==> config.mk <==
export PLATFORM = sky130hd
export DESIGN_NAME = mem_access
export DESIGN_NICKNAME = d
export VERILOG_FILES = /design/src/rtl/mem_access.sv
export SDC_FILE = /design/constraint.sdc
export NUM_CORES = 1
export LEC_CHECK = 0
export ABC_AREA = 0
export CAP_MARGIN = 5
export CORE_ASPECT_RATIO = 0.75
export CORE_MARGIN = 2
export CORE_UTILIZATION = 37
export CTS_BUF_LIST = sky130_fd_sc_hd__clkbuf_8
export DETAILED_ROUTE_END_ITERATION = 8
export PLACE_DENSITY_LB_ADDON = 0.12
export SETUP_SLACK_MARGIN = 0.02
export SLEW_MARGIN = 20
export SYNTH_ARGS = -nofsm -noshare
export SYNTH_HDL_FRONTEND = slang
export SYNTH_SLANG_ARGS = --single-unit
==> constraint.sdc <==
create_clock -name clk -period 5.1 [get_ports clk]
set_input_delay 0.51 -clock clk [delete_from_list [all_inputs] [get_ports clk]]
set_output_delay 0.51 -clock clk [all_outputs]
set_load 0.05 [all_outputs]
==> src/rtl/mem_access.sv <==
// mem_access: memory-access pipeline stage issuing one data-memory request per load/store.
// Optional MEM_ALIGN_CHECK_EN flags misaligned word accesses instead of issuing them.
package mem_access_pkg;
  typedef struct packed {
    logic        mem_to_reg;
    logic        mem_write;
    logic        reg_write;
    logic        reg_dst;
    logic [31:0] alu_result;
    logic [4:0]  rt;
    logic [4:0]  rd;
    logic [31:0] pc;
    logic [31:0] instruction;
  } e_m_reg_t;
  typedef struct packed {
    logic        reg_write;
    logic        mem_to_reg;
    logic [4:0]  wsel;
    logic [31:0] alu_result;
    logic [31:0] read_data;
    logic [31:0] pc;
    logic [31:0] instruction;
    logic        misalign;
  } m_w_reg_t;
endpackage

module mem_access
  import mem_access_pkg::*;
(
  input  logic        clk,
  input  logic        reset,
  input  logic        in_valid,
  input  e_m_reg_t    e_m_reg,
  input  logic [31:0] store_data,
  output logic        in_ready,
  output logic        dreq_valid,
  output logic        dreq_write,
  output logic [31:0] dreq_addr,
  output logic [31:0] dreq_wdata,
  output logic [3:0]  dreq_strobe,
  input  logic        dreq_ready,
  input  logic        dresp_valid,
  input  logic [31:0] dresp_data,
  output logic        out_valid,
  output m_w_reg_t    m_w_reg
);
  typedef enum logic [1:0] {IDLE, REQ, RESP, DONE} st_t;
  st_t         st_q, st_d;
  m_w_reg_t    m_w_q, m_w_d;
  logic [31:0] wdata_q, wdata_d;
  logic        wr_q, wr_d;
  logic        cap, mem, mis;
  assign in_ready = st_q == IDLE || st_q == DONE;
  assign cap = in_valid && in_ready;
  assign mem = e_m_reg.mem_to_reg || e_m_reg.mem_write;
`ifdef MEM_ALIGN_CHECK_EN
  assign mis = mem && |e_m_reg.alu_result[1:0];
`else
  assign mis = 1'b0;
`endif
  // The captured alu_result doubles as the request address.
  assign dreq_valid = st_q == REQ;
  assign dreq_write = dreq_valid && wr_q;
  assign dreq_addr = dreq_valid ? m_w_q.alu_result : '0;
  assign dreq_wdata = dreq_valid ? wdata_q : '0;
  assign dreq_strobe = dreq_write ? 4'hF : 4'h0;
  assign out_valid = st_q == DONE;
  assign m_w_reg = m_w_q;
  always_comb begin
    st_d = st_q;
    m_w_d = m_w_q;
    wdata_d = wdata_q;
    wr_d = wr_q;
    if (cap) begin
      st_d = (mem && !mis) ? REQ : DONE;
      m_w_d = '{reg_write: e_m_reg.reg_write && !mis, mem_to_reg: e_m_reg.mem_to_reg,
                wsel: e_m_reg.reg_dst ? e_m_reg.rd : e_m_reg.rt, alu_result: e_m_reg.alu_result,
                read_data: 32'h0, pc: e_m_reg.pc, instruction: e_m_reg.instruction, misalign: mis};
      wdata_d = store_data;
      wr_d = e_m_reg.mem_write;
    end else if (st_q == DONE) st_d = IDLE;
    else if (st_q == REQ && dreq_ready) st_d = RESP;
    else if (st_q == RESP && dresp_valid) begin
      st_d = DONE;
      m_w_d.read_data = m_w_q.mem_to_reg ? dresp_data : 32'h0;
    end
  end
  always_ff @(posedge clk or posedge reset)
    if (reset) begin
      st_q <= IDLE;
      m_w_q <= '0;
      wdata_q <= '0;
      wr_q <= 1'b0;
    end else begin
      st_q <= st_d;
      m_w_q <= m_w_d;
      wdata_q <= wdata_d;
      wr_q <= wr_d;
    end
endmodule

==> results.ini <==
[grt]
grt_pass1_wl_mm = 36.6
antenna_found_initial = 1
grt_max_degree = 171
grt_remaining_overflow = 0
grt_pass1_vias = 6610
grtUsageTotal = 0.228

[setup_path]
endpoint_kind = output port
cp.required_ps = 4590
cp_slowest_stage_delay_ps = 840
cp_max_fo = 68
crit_arrival_ps = 2680
worstSetupPathType = reg2out
path_cells = inv_1, ha_4, and2_1, clkdlybuf4s50_1
cp-start-kind = flop
cp_slowest_cell = clkdlybuf4s50_1

[timing]
relSlewSlack = 0.326
final_max_slew_viol_count = 0
clock.fmax_mhz = 313
setup_ws_ps = 1910
rsz0062_at_grt = false
fin_crit_sh = 0.626
setup_viol_count_final = 0
fin_skew_ps = 23.0
tightest_slew_ps = 1010
hold_viol_final = 0
holdWs_ps = 475
setup_tns_ps = 0
period_needed_ps = 3190

[yosys]
synthesis.area_um2 = 7230
synth_flop_cell = dfrtp_1
seq_area_frac_synth = 0.589
synth_common_cells = 401 x nand2_1, 170 x dfrtp_1, 67 x and2_1
synth_nets = 1002
yosys.cell_types.count = 21
synth_seq_cells = 170
ys.warnings.count = 0
synth_edf_count = 0
ys_async_sr_fraction = 1.00
synth_top_area_share = 0.589
syn_inst = 820
synth.most_common_cell = nand2_1
synth_area_leader_cell = dfrtp_1
syn_avg_cell_area_um2 = 8.81
synth_area_leaders = dfrtp_1 59%, nand2_1 21%, and2_1 5.8%

[power]
p_per_area_nw_per_um2 = 755
leakage_nw = 5.32
ir_drop_uv = 458
p_total_mw = 8.68

[drt]
dr.pass1.iters = 5
vias_per_cell = 4.69
drt-total-wl_mm = 23.6
routedWlPerCell_um = 16.5
drtIter0Drc = 564
drc_errors = 0
antenna_left = 0
vias = 6704

[placed_design]
routabilityCongestion = 0.792
dpl.hpwl_mm = 16.2
post-place-ws_ps = 1960
port_buffers = 385
place_area_um2 = 11100
place_inst = 1398

[final_layout]
nNetsFinal = 1346
stdcell_count = 1430
nFillCells = 1703
multi_input_area_um2 = 2640
largest_register_ffs = 135
areaGrowthSynthToFinish_pct = 59.1
register_area_um2 = 4260
postLayoutCellArea_um2 = 11500
utilization = 0.597
final_layout_size_suffix_gt1_frac = 0.0349

[clock_tree]
cts_tree = done
cts_resized = 0
cts.path.max_buffers = 2
clkSinkCount = 170
clk_latency_ps = 450
clockRootBuffer = clkbuf_8
cts_setup_buffers = 0
ctsHoldBuffers = 0
cts.htree.levels = 4
clkTransAtPathRegs_ps = 80
cts_buffers = 17

[die]
dieArea_um2 = 20700
ios = 387
start_util = 0.375
die_h_um = 125
fp.coreArea_um2 = 19300
die_width_um = 165
num_rows = 44

[outcome]
outcome = finished, final reports clean

[hold_path]
holdCritPathClass = reg2reg

[run]
cap_violations = 0

[worst max-delay path, delay by kind of cell (launching register included)]
kind	cells	cell delay, ps
adder cells (fa/ha/maj)	1	530
buffers and inverters	2	940
flip-flops	1	420
AND/OR/NAND/NOR	1	340
[metal layers]
| metal | vias to the layer above | part of all wire | global-route usage |
|---|---|---|---|
| met5 | - | 0 | 0 |
| met2 | 258 | 0.48 | 0.373 |
| li1 | 3249 | - | - |
| met3 | 34 | 0.089 | 0.0737 |
| met1 | 3163 | 0.41 | 0.289 |
| met4 | 0 | 0.022 | 0.0695 |
[power breakdown]
group	internal [mW]	switching [mW]	leakage (nW)	total [mW]
logic	1.67	3.76	2.98	5.43
clock network	0.400	0.511	0.187	0.911
registers	1.94	0.400	2.15	2.34
[path summary, 6_finish.rpt]
check / start / endpoint / slack, ps / depth (start not counted)
setup / recovery: st_q[1]$_DFFE_PP0P_ / dreq_strobe[3] / 1910 / 4
hold / removal: m_w_reg[20]$_DFFE_PP0P_ / m_w_reg[20]$_DFFE_PP0P_ / 480 / 2
setup reg to reg: st_q[0]$_DFFE_PP0P_ / m_w_reg[54]$_DFFE_PP0P_ / 2610 / 6
hold reg to reg: m_w_reg[20]$_DFFE_PP0P_ / m_w_reg[20]$_DFFE_PP0P_ / 480 / 2
max in group asynchronous: reset / m_w_reg[134]$_DFFE_PP0P_ / 3710 / 3
min in group asynchronous: reset / m_w_reg[42]$_DFFE_PP0P_ / 680 / 3
[layout make-up]
type | count | share of cell area
timing repair buffer | 388 | 0.339
tap | 253 | 0.0275
inverter | 3 | 0.00131
clock buffer | 18 | 0.0215
multi-input combinational | 584 | 0.230
clock inverter | 13 | 0.0104
sequential | 170 | 0.370
antenna | 1 | 0.000218
[placed cells by master (no fill, tap or decap), drive strengths merged]
cell	synthesis	layout
inv	3	6
clkinvlp	0	3
bufinv	0	1
ha	3	3
a21oi	33	33
clkbuf	17	18
clkdlybuf4s50	0	385
o31ai	1	1
nand4	32	32
nor3	1	1
or3	1	1
nand2	401	401
o21ai	38	38
a21o	1	1
buf	46	3
and2	67	67
mux2i	5	5
diode	0	1
clkinv	0	6
dfrtp	170	170
conb	1	1
[cell families after synthesis]
family	Yosys count	share of synthesized area
AOI/OAI and AO/OA	73	0.0538
adders and majority gates	3	0.00519
buffers and inverters	66	0.0495
DFF	170	0.589
muxes	5	0.00692
other	1	0.000519
and+or+nand+nor	502	0.295
Power figures use the tool's default switching activity.
